--- src/rtl/fetch_stage.sv ---
// Instruction-fetch front end: PC, single-outstanding imem req/ack, one-entry skid, redirect flush.
// Optional FETCH_PERF_EN adds perf_fetched / perf_stall counters.
module fetch_stage #(
    parameter int                ADDR_W   = 32,
    parameter int                DATA_W   = 32,
    parameter logic [ADDR_W-1:0] RESET_PC = '0,
    parameter int                PC_STEP  = 4
) (
    input  logic              clk,
    input  logic              rst,
`ifdef FETCH_PERF_EN
    output logic [31:0]       perf_fetched,
    output logic [31:0]       perf_stall,
`endif
    output logic              imem_req,
    output logic [ADDR_W-1:0] imem_addr,
    input  logic              imem_ack,
    input  logic [DATA_W-1:0] imem_rdata,
    input  logic              redirect_valid,
    input  logic [ADDR_W-1:0] redirect_pc,
    output logic              if_valid,
    input  logic              if_ready,
    output logic [DATA_W-1:0] if_instr,
    output logic [ADDR_W-1:0] if_pc
);

    typedef enum logic [1:0] {S_ISSUE, S_WAIT, S_SKID, S_DROP} state_t;

    state_t              r_state, w_next;
    logic [ADDR_W-1:0]   r_pc;
    logic [ADDR_W-1:0]   r_drop_addr;
    logic                r_valid;
    logic [DATA_W-1:0]   r_instr;
    logic [ADDR_W-1:0]   r_ipc;
    logic [DATA_W-1:0]   r_skid_instr;
    logic [ADDR_W-1:0]   r_skid_pc;

    logic                w_slot_free;
    logic                w_hs;
    logic                w_req;
    logic [ADDR_W-1:0]   w_addr;
    logic                w_ld_mem;
    logic                w_ld_skid;
    logic                w_from_skid;

    assign w_slot_free = !r_valid || if_ready;
    assign w_hs        = r_valid && if_ready;
    // DROP keeps presenting the abandoned address until memory acks it.
    assign w_addr      = (r_state == S_DROP) ? r_drop_addr : r_pc;

    assign imem_req  = w_req && !rst;
    assign imem_addr = w_addr;
    assign if_valid  = r_valid;
    assign if_instr  = r_instr;
    assign if_pc     = r_ipc;

    always_ff @(posedge clk or posedge rst) begin
        if (rst) r_state <= S_ISSUE;
        else     r_state <= w_next;
    end

    always_comb begin
        w_next = r_state;
        if (redirect_valid) begin
            w_next = (w_req && !imem_ack) ? S_DROP : S_ISSUE;
        end else begin
            case (r_state)
                S_ISSUE: if (w_req && !imem_ack) w_next = S_WAIT;
                S_WAIT:  if (imem_ack)           w_next = w_slot_free ? S_ISSUE : S_SKID;
                S_SKID:  if (if_ready)           w_next = S_ISSUE;
                S_DROP:  if (imem_ack)           w_next = S_ISSUE;
                default:                         w_next = S_ISSUE;
            endcase
        end
    end

    always_comb begin
        w_req       = 1'b0;
        w_ld_mem    = 1'b0;
        w_ld_skid   = 1'b0;
        w_from_skid = 1'b0;
        case (r_state)
            S_ISSUE: begin
                w_req    = w_slot_free;
                w_ld_mem = w_slot_free && imem_ack;
            end
            S_WAIT: begin
                w_req     = 1'b1;
                w_ld_mem  = imem_ack && w_slot_free;
                w_ld_skid = imem_ack && !w_slot_free;
            end
            S_SKID: w_from_skid = if_ready;
            S_DROP: w_req       = 1'b1;
            default: w_req      = 1'b0;
        endcase
        if (redirect_valid) begin
            w_ld_mem    = 1'b0;
            w_ld_skid   = 1'b0;
            w_from_skid = 1'b0;
        end
    end

    always_ff @(posedge clk or posedge rst) begin
        if (rst) begin
            r_pc         <= RESET_PC;
            r_drop_addr  <= '0;
            r_valid      <= 1'b0;
            r_instr      <= '0;
            r_ipc        <= '0;
            r_skid_instr <= '0;
            r_skid_pc    <= '0;
        end else if (redirect_valid) begin
            r_pc        <= redirect_pc;
            r_valid     <= 1'b0;
            r_drop_addr <= w_addr;
        end else begin
            if (w_ld_mem || w_ld_skid) r_pc <= r_pc + ADDR_W'(PC_STEP);
            if (w_ld_mem) begin
                r_valid <= 1'b1;
                r_instr <= imem_rdata;
                r_ipc   <= r_pc;
            end else if (w_from_skid) begin
                r_instr <= r_skid_instr;
                r_ipc   <= r_skid_pc;
            end else if (w_hs) begin
                r_valid <= 1'b0;
            end
            if (w_ld_skid) begin
                r_skid_instr <= imem_rdata;
                r_skid_pc    <= r_pc;
            end
        end
    end

`ifdef FETCH_PERF_EN
    always_ff @(posedge clk or posedge rst) begin
        if (rst) begin
            perf_fetched <= '0;
            perf_stall   <= '0;
        end else begin
            if (w_hs) perf_fetched <= perf_fetched + 32'd1;
            if ((imem_req && !imem_ack) || (r_state == S_SKID)) perf_stall <= perf_stall + 32'd1;
        end
    end
`endif

endmodule

--- config.mk ---
export PLATFORM = sky130hd
export DESIGN_NAME = fetch_stage
export DESIGN_NICKNAME = d
export VERILOG_FILES = /design/src/rtl/fetch_stage.sv
export SDC_FILE = /design/constraint.sdc
export NUM_CORES = 1
export LEC_CHECK = 0
export BUFFER_PORTS_ARGS = -buffer_cell sky130_fd_sc_hd__buf_2
export CELL_PAD_IN_SITES_DETAIL_PLACEMENT = 1
export CELL_PAD_IN_SITES_GLOBAL_PLACEMENT = 1
export CORE_MARGIN = 10
export CORE_UTILIZATION = 30
export CTS_BUF_LIST = sky130_fd_sc_hd__clkbuf_8
export DETAILED_ROUTE_END_ITERATION = 8
export PLACE_DENSITY_LB_ADDON = 0.1
export RECOVER_POWER = 50
export SLEW_MARGIN = 20
export SYNTH_ARGS = -nofsm -noshare
export SYNTH_HDL_FRONTEND = slang
export SYNTH_SLANG_ARGS = --single-unit
--- constraint.sdc ---
create_clock -name clk -period 7.41 [get_ports clk]
set_input_delay 0.3705 -clock clk [delete_from_list [all_inputs] [get_ports clk]]
set_output_delay 0.3705 -clock clk [all_outputs]
set_load 0.01 [all_outputs]
# Word level (Yosys, flattened, before mapping)
# Index checks and enable logic that the tools add are counted.
# word_totals
word_cells,65
input_bits,69
out_inout_bits,98
ff_bits,195
# classes
eq_ne,8
mux,26
n_reduce_logical,21
add_sub_neg,1
bitwise_logic,1
# op_table
cell,count
32-bit 2-to-1 mux,7
32-bit by 3-bit adder with 32-bit output (second input constant),1
3-bit inequality test (second input constant),5
2-bit 2-to-1 mux,7
1-bit 2-to-1 mux,10
2-bit case mux with 4 select lines,1
2-bit AND reduction,3
1-bit logical AND,5
2-bit equality test (second input constant),2
1-bit logical NOT,4
4-bit AND reduction,1
2-bit nonzero test,2
2-bit OR reduction,2
3-bit nonzero test,1
2-bit by 1-bit equality test with 1-bit output (second input constant),1
2-bit logical NOT,1
1-bit logical OR,2
1-bit case mux with 2 select lines,1
1-bit NOT,1

# Longest topological paths before layout
# Gate-level depths: netlist of run 1.
# logic_depth
word_depth,9
mapped_depth,7
ltp_nobuf,6

# Worst setup path before layout of run 1
# No wires, ideal clock.
# synth_timing
path_kind,register -> register
startpoint,register r_state[1]
endpoint,register r_skid_instr[26]
path_buffers,2
setup_time_ps,125
setup_slack_ps,5486
path_stages_with_launch,6
period_less_slack_ps,1924
t_required_ps,7285
t_arrival_ps,1799
path_cell_list,dfrtp_1 -> nand2b_1 -> buf_2 -> nor4_4 -> buf_6 -> mux2_2
# synth_via
elab_chain_len,4
# synth_rtl
item,line_no,source
"start, declared",29,"state_t r_state, w_next;"
"start signal, assigned",59,else r_state <= w_next;
2-bit by 1-bit equality test with 1-bit output,82,case (r_state)
1-bit 2-to-1 mux,82,
1-bit 2-to-1 mux,96,if (redirect_valid) begin
2-bit AND reduction (no line),-,
"end signal, assigned",129,r_skid_instr <= imem_rdata;
"end, declared",35,logic [DATA_W-1:0] r_skid_instr;
# Every way passes these cells.
# A chain may end at the register's enable or synchronous reset.

# Worst setup path in the final report of run 1
# layout_timing
startpoint,input redirect_valid
endpoint,"register r_instr[0], in the netlist if_instr[0]"
# layout_via
elab_chain_len,3
elab_cells_between_ends,6
classes_between,3 x mux; 1 x bitwise; 2 x reduce/logical
# layout_rtl
item,line_no,source
"start, declared",19,"input logic redirect_valid,"
1-bit 2-to-1 mux,96,
2-bit nonzero test (no line),-,
2-bit AND reduction (no line),-,
"end signal, assigned",120,r_instr <= imem_rdata;
"end signal, assigned",123,r_instr <= r_skid_instr;
"end, declared",33,logic [DATA_W-1:0] r_instr;
# Several ways; a longest one is shown, not always the timed one.

==> results.json, run 1 <==
{
  "status": "finished clean",
  "cts_tree": "built",
  "yosys.cell_types.count": 49,
  "firstDrtPassIters": 4,
  "netlist_area_um2": 9000,
  "drive_above_1_share_pct": 31.15,
  "dpl_cell_area_um2": 10100,
  "cts_root_buf": "clkbuf_8",
  "wirelength_mm": 26.34,
  "dieArea_um2": 37330,
  "syn_avg_cell_area_um2": 12.00,
  "tightest_slew_ps": 1023,
  "synth_fp_nets": 820,
  "pre_cts_ws_ps": 3820,
  "synthCells": 750,
  "wl_met3_mm": 1.000,
  "die_x_um": 193.2,
  "ir_drop_uv": 136.6,
  "r2r_start": "r_state[1]$_DFFE_PP0P_",
  "met2WireLength_mm": 12.87,
  "hold_viol": 0,
  "whs_ps": 116.4,
  "ys_warn_count": 0,
  "n_antenna_cell": 0,
  "synthFlopType": "dfrtp_1",
  "dr.max_layer_used": "met4",
  "reg2reg_to": "r_pc[29]$_DFFE_PP0P_",
  "drv_cap": 0,
  "drv_slew": 0,
  "die-height_um": 193.2,
  "p_leak_nw": 4.473,
  "grt_pass1_wl_mm": 41.90,
  "rows": 63,
  "wl_met1_mm": 12.34,
  "powerDensity_nw_per_um2": 262.6,
  "numPortBuffers": 166,
  "routabilityCongestion": 0.7363,
  "ys_seq_area_share_pct": 54.22,
  "start_kind": "input pin",
  "ios": 167,
  "core-area_um2": 29640,
  "post-cts-setup-buffers": 0,
  "max_freq_mhz": 329.2,
  "syn_to_final_growth_pct": 15.79,
  "vias_per_cell": 4.914,
  "cts_hold_buf": 0,
  "cts_buffer_depth": 2,
  "grt_overflow": 0,
  "path_class": "in2reg",
  "clock_sinks": 195,
  "nets": 960,
  "grt_pass1_vias": 7068,
  "rsz0062_at_grt": "no",
  "period_needed_ps": 3038,
  "final_common_cell": "dfrtp_1",
  "clk_pin_slew_ps": 120,
  "grt_max_degree": 126,
  "fin_util_pct": 35.16,
  "cp-end-kind": "flop",
  "ys_ff_latch": 195,
  "antenna_found_initial": 0,
  "reg2reg_depth": 5,
  "drc": 0,
  "crit_required_ps": 7730,
  "setup_viol": 0,
  "via_count": 6349,
  "timing.final.ws_setup_ps": 4372,
  "stdcell_count": 1292,
  "cp_data_arrival_time_ps": 3350,
  "async_flop_share_pct": 100.0,
  "dp_hpwl_mm": 18.13,
  "fin_tns_setup_ps": 0,
  "cp_max_fo": 73,
  "drt_iter0_drc": 321,
  "design_area_um2": 10420,
  "power_mw": 2.736,
  "clock_latency_ps": 480,
  "cts_max_level": 4,
  "nFillCells": 3306,
  "synth_edf_count": 0,
  "fin_worst_skew_ps": 24.82,
  "cts_resized": 0,
  "initial_core_util_pct": 30.37,
  "final_cell_mix": "195 x dfrtp_1, 126 x mux2_2, 99 x buf_2",
  "ant_nets": 0,
  "cts_inserted_buffers": 17,
  "regToRegSetupSlack_ps": 4610,
  "dp.cells": 1261,
  "slew_headroom_pct": 31.77,
  "grt_use_total_pct": 13.88,
  "wl_per_cell_um": 20.39,
  "hp-class": "in2async",
  "timing.final.crit_share_pct": 41.00
}
[power by group]
part           internal, mW  switching, mW  leakage [nW]
sequential             1.27          0.156          2.39
combinational         0.262          0.314          1.87
clock                 0.295          0.436         0.209
[worst max-delay path, cell delays in order]
cell	delay [ps]
buf_4	370
inv_1	670
and4_4	780
buf_4	660
mux2i_1	290
a21oi_1	100
[synthesized netlist by cell type, types with 2 or more instances]
cell      instances  area share (%)
dfrtp_1         195              54
mux2_2          126              16
nor2_1           76             3.2
a21oi_1          68             3.8
mux2i_1          65             7.2
nand2_1          42             1.8
clkbuf_1         24             1.0
nand3_1          16            0.89
o21ai_0          15            0.83
o311ai_0         15             1.5
buf_2            12            0.67
nand4_1           9            0.63
o211ai_1          8            0.67
buf_6             6            0.75
inv_1             6            0.25
nor3_1            6            0.33
and3_1            5            0.35
buf_1             5            0.21
a221o_1           4            0.44
mux2_1            4            0.50
nand2b_1          3            0.21
nor4_4            3            0.71
or3_1             3            0.21
xor2_1            3            0.29
a21o_1            2            0.17
a22oi_1           2            0.17
a31oi_1           2            0.14
nand3_4           2            0.39
nand3b_1          2            0.17
nor3b_2           2            0.28
[state kept, by name, indices dropped and copies added, names as in the netlist]
| register | cells |
|---|---|
| r_skid_instr | 32 |
| if_valid | 1 |
| r_drop_addr | 32 |
| r_pc | 32 |
| r_skid_pc | 32 |
| r_state | 2 |
| if_pc | 32 |
| if_instr | 32 |
[layout make-up]
| class | count | area, um^2 | area share [%] |
|---|---|---|---|
| Clock buffer | 18 | 247.7 | 2.377 |
| Timing Repair Buffer | 171 | 788.3 | 7.564 |
| Multi-Input combinational cell | 499 | 3827 | 36.73 |
| Tap cell | 390 | 488.0 | 4.682 |
| Clock inverter | 13 | 160.2 | 1.537 |
| Inverter | 6 | 30.03 | 0.2882 |
| Sequential cell | 195 | 4880 | 46.82 |
[worst max path at each step]
stage / startpoint / cells after the start / endpoint / slack, ps
floorplan: rst / 1 / if_instr[0]$_DFFE_PP0P_ / 1730
global placement: redirect_valid / 6 / if_pc[23]$_DFFE_PP0P_ / 3970
detailed placement: redirect_valid / 6 / if_instr[0]$_DFFE_PP0P_ / 3820
CTS: redirect_valid / 6 / if_instr[0]$_DFFE_PP0P_ / 4370
global route: redirect_valid / 6 / if_instr[0]$_DFFE_PP0P_ / 4180
finish: redirect_valid / 6 / if_instr[0]$_DFFE_PP0P_ / 4370
[metal layers]
layer  global-route usage [%]  vias to the layer above
li1                         -                     2974
met1                    17.97                     3243
met2                    23.02                      124
met3                    3.510                        8
met4                    2.575                        0
met5                        0                        -
[logic make-up after synthesis]
kind of cell,count (synthesis),synth area share [%]
mux,195,23.49
fa+ha+maj,1,0.1390
xor+xnor,3,0.2920
simple gates,176,10.01
buf+inv,56,3.448
flops,195,54.22
compound gates,124,8.397
(Power assumes the default switching activity.)
==> run 2: changes to the inputs <==
--- a/config.mk
+++ b/config.mk
@@ -5,6 +5,7 @@
 export SDC_FILE = /design/constraint.sdc
 export NUM_CORES = 1
 export LEC_CHECK = 0
+export ABC_AREA = 1
 export BUFFER_PORTS_ARGS = -buffer_cell sky130_fd_sc_hd__buf_2
 export CELL_PAD_IN_SITES_DETAIL_PLACEMENT = 1
 export CELL_PAD_IN_SITES_GLOBAL_PLACEMENT = 1
==> constraint.sdc (replaced) <==
create_clock -name clk -period 2.5 [get_ports clk]
set_input_delay 0.125 -clock clk [delete_from_list [all_inputs] [get_ports clk]]
set_output_delay 0.125 -clock clk [all_outputs]
set_load 0.01 [all_outputs]
==> run 2 against run 1 <==
Effect of this change: sequential share of layout area decreased by 4.4 points; sequential power increased to 3.2 times the previous value; routed wire length increased by 14%; area after synthesis increased by 5.5%; worst setup slack got worse by 4000 ps; clock skew decreased by 5.4 ps; critical path type is now reg2out; highest routed layer is now met5.
==> results.json, run 2 <==
{
  "crit_required_ps": 2380,
  "synth_edf_count": 0,
  "yosysMostFrequentCell": "nand2_1",
  "grt_use_total_pct": 15.86,
  "crit_family": "flip-flops",
  "stdcell_count": 1811,
  "crit_chain": "nand2_4, buf_4, o21ai_0, buf_2",
  "clock_sinks": 195,
  "yosysTopAreaCell": "dfrtp_1",
  "grt_pass1_vias": 8778,
  "rsz0062_at_grt": "no",
  "drt_iter0_drc": 326,
  "ir_drop_uv": 266.4,
  "routabilityCongestion": 0.8097,
  "powerDensity_nw_per_um2": 790.7,
  "numPortBuffers": 166,
  "nets": 1466,
  "drc": 0,
  "tightest_slew_ps": 1318,
  "dp.cells": 1715,
  "cts_tree": "built",
  "clock_latency_ps": 490,
  "cp_slowest_cell": "dfrtp_1",
  "dieArea_um2": 39180,
  "core-area_um2": 31390,
  "synth_common_cells": "401 x nand2_1, 222 x o21ai_0, 195 x dfrtp_1",
  "fin_tns_setup_ps": 0,
  "ys_seq_area_share_pct": 51.38,
  "setup_viol": 0,
  "status": "finished clean",
  "fin_util_pct": 36.67,
  "antenna_found_initial": 1,
  "rows": 65,
  "synthFlopType": "dfrtp_1",
  "synth_top_area_share_pct": 51.38,
  "grt_pass1_wl_mm": 49.66,
  "grt_max_degree": 71,
  "synth.area.top_cells": "dfrtp_1 51%, nand2_1 16%, o21ai_0 12%",
  "drv_slew": 0,
  "cts_inserted_buffers": 17,
  "cts_max_level": 4,
  "wl_per_cell_um": 16.63,
  "drive_above_1_share_pct": 13.70,
  "netlist_area_um2": 9498,
  "cp_max_fo": 46,
  "n_antenna_cell": 0,
  "timing.final.ws_setup_ps": 352.1,
  "vias_per_cell": 4.659,
  "hold_viol": 0,
  "cp_data_arrival_time_ps": 2020,
  "power_mw": 9.103,
  "path_class": "reg2out",
  "cpPeakStageDelay_ps": 500,
  "async_flop_share_pct": 100.0,
  "die_x_um": 197.9,
  "final_cell_mix": "401 x nand2_1, 222 x o21ai_0, 195 x dfrtp_1",
  "crit_buf_inv": 2,
  "ant_nets": 0,
  "ios": 167,
  "grt_overflow": 0,
  "nFillCells": 3857,
  "timing.final.crit_share_pct": 85.92,
  "drv_cap": 0,
  "start_kind": "flop",
  "period_needed_ps": 2148,
  "synth_fp_nets": 1274,
  "syn_to_final_growth_pct": 21.21,
  "via_count": 8438,
  "final_common_cell": "nand2_1",
  "die-height_um": 197.9,
  "p_leak_nw": 5.646,
  "firstDrtPassIters": 4,
  "dp_hpwl_mm": 21.09,
  "pre_cts_ws_ps": 585.2,
  "clk_pin_slew_ps": 100,
  "wirelength_mm": 30.12,
  "synthCells": 1204,
  "hp-class": "in2reg",
  "ys_warn_count": 0,
  "slew_headroom_pct": 12.11,
  "cp-end-kind": "output pin",
  "cts_buffer_depth": 2,
  "syn_avg_cell_area_um2": 7.889,
  "cts_root_buf": "clkbuf_8",
  "fin_worst_skew_ps": 19.39,
  "max_freq_mhz": 465.6,
  "initial_core_util_pct": 30.26,
  "yosys.cell_types.count": 38,
  "ys_ff_latch": 195
}
run 2: changes by cell type after synthesis, moves of 15 or more:
| cell | change |
|---|---|
| mux2i_1 | -65 |
| inv_1 | +125 |
| nand2_1 | +359 |
| buf_6 | +15 |
| a21oi_1 | -63 |
| o311ai_0 | -15 |
| o21ai_1 | +40 |
| o21ai_0 | +207 |
| mux2_2 | -126 |
| nor2_1 | -41 |
| nand3_1 | +30 |
run 2: layout make-up:
cell class / count / area (um^2) / share of cell area, %
sequential: 195 / 4880 / 42.39
multi-input combinational: 800 / 3647 / 31.68
timing repair buffer: 245 / 1590 / 13.81
inverter: 137 / 515.5 / 4.478
tap: 402 / 503.0 / 4.369
clock buffer: 17 / 234.0 / 2.032
clock inverter: 15 / 142.6 / 1.239
run 2: logic make-up after synthesis:
logic type | count (synthesis) | synth area share (%)
adders and majority gates | 1 | 0.1317
AOI/OAI and AO/OA | 283 | 15.35
DFF | 195 | 51.38
xor gates and xnor gates | 8 | 0.7377
and+or+nand+nor | 508 | 22.11
buffers and inverters | 209 | 10.30
run 2: stage by stage:
step           cell area (um^2)  hold WS, ps
2_1_floorplan              9502        241.7
3_3_place_gp              10580        179.1
3_5_place_dp              10580        186.3
4_1_cts                   11600        30.39
5_1_grt                   11510        37.82
6_report                  11510        51.00
run 2: path summary, 6_finish.rpt:
path | start | end | slack (ps) | cells after the start
min in group asynchronous | rst | r_pc[0]$_DFFE_PP0P_ | 310 | 3
min | redirect_pc[24] | r_pc[24]$_DFFE_PP0P_ | 50 | 5
max in group asynchronous | rst | r_drop_addr[24]$_DFFE_PP0P_ | 430 | 4
max reg2reg | if_valid$_DFFE_PP0P_ | r_pc[22]$_DFFE_PP0P_ | 460 | 10
max | r_state[0]$_DFFE_PP0P_ | imem_addr[5] | 350 | 4
min reg2reg | if_instr[9]$_DFFE_PP0P_ | if_instr[9]$_DFFE_PP0P_ | 480 | 2
run 2: worst min-delay path, cell delays in order:
cell and delay (ps):
buf_2 80, nand2_1 90, o21ai_0 100, inv_1 50
nand2_1 60
run 2: layer usage:
metal	vias up	part of all wire, %	global-route usage [%]
li1	4185	-	-
met4	2	0.94	3.872
met1	4113	52	22.60
met5	-	0.060	0
met3	16	4.0	3.310
met2	122	44	23.91
run 2: power breakdown:
group | switching (mW) | leakage (nW) | internal, mW
registers | 0.521 | 2.29 | 4.02
logic | 1.58 | 3.17 | 0.898
clock network | 1.21 | 0.192 | 0.881
run 2: what timing repair did:
| item | 4_1_cts | 5_1_grt |
|---|---|---|
| hold buffers | 64 | 0 |
| resized for setup | 0 | 1 |
| endpoints found under the setup margin | 0 | 19 |
| endpoints found under the hold margin | 107 | 0 |
| setup buffers | 0 | 0 |
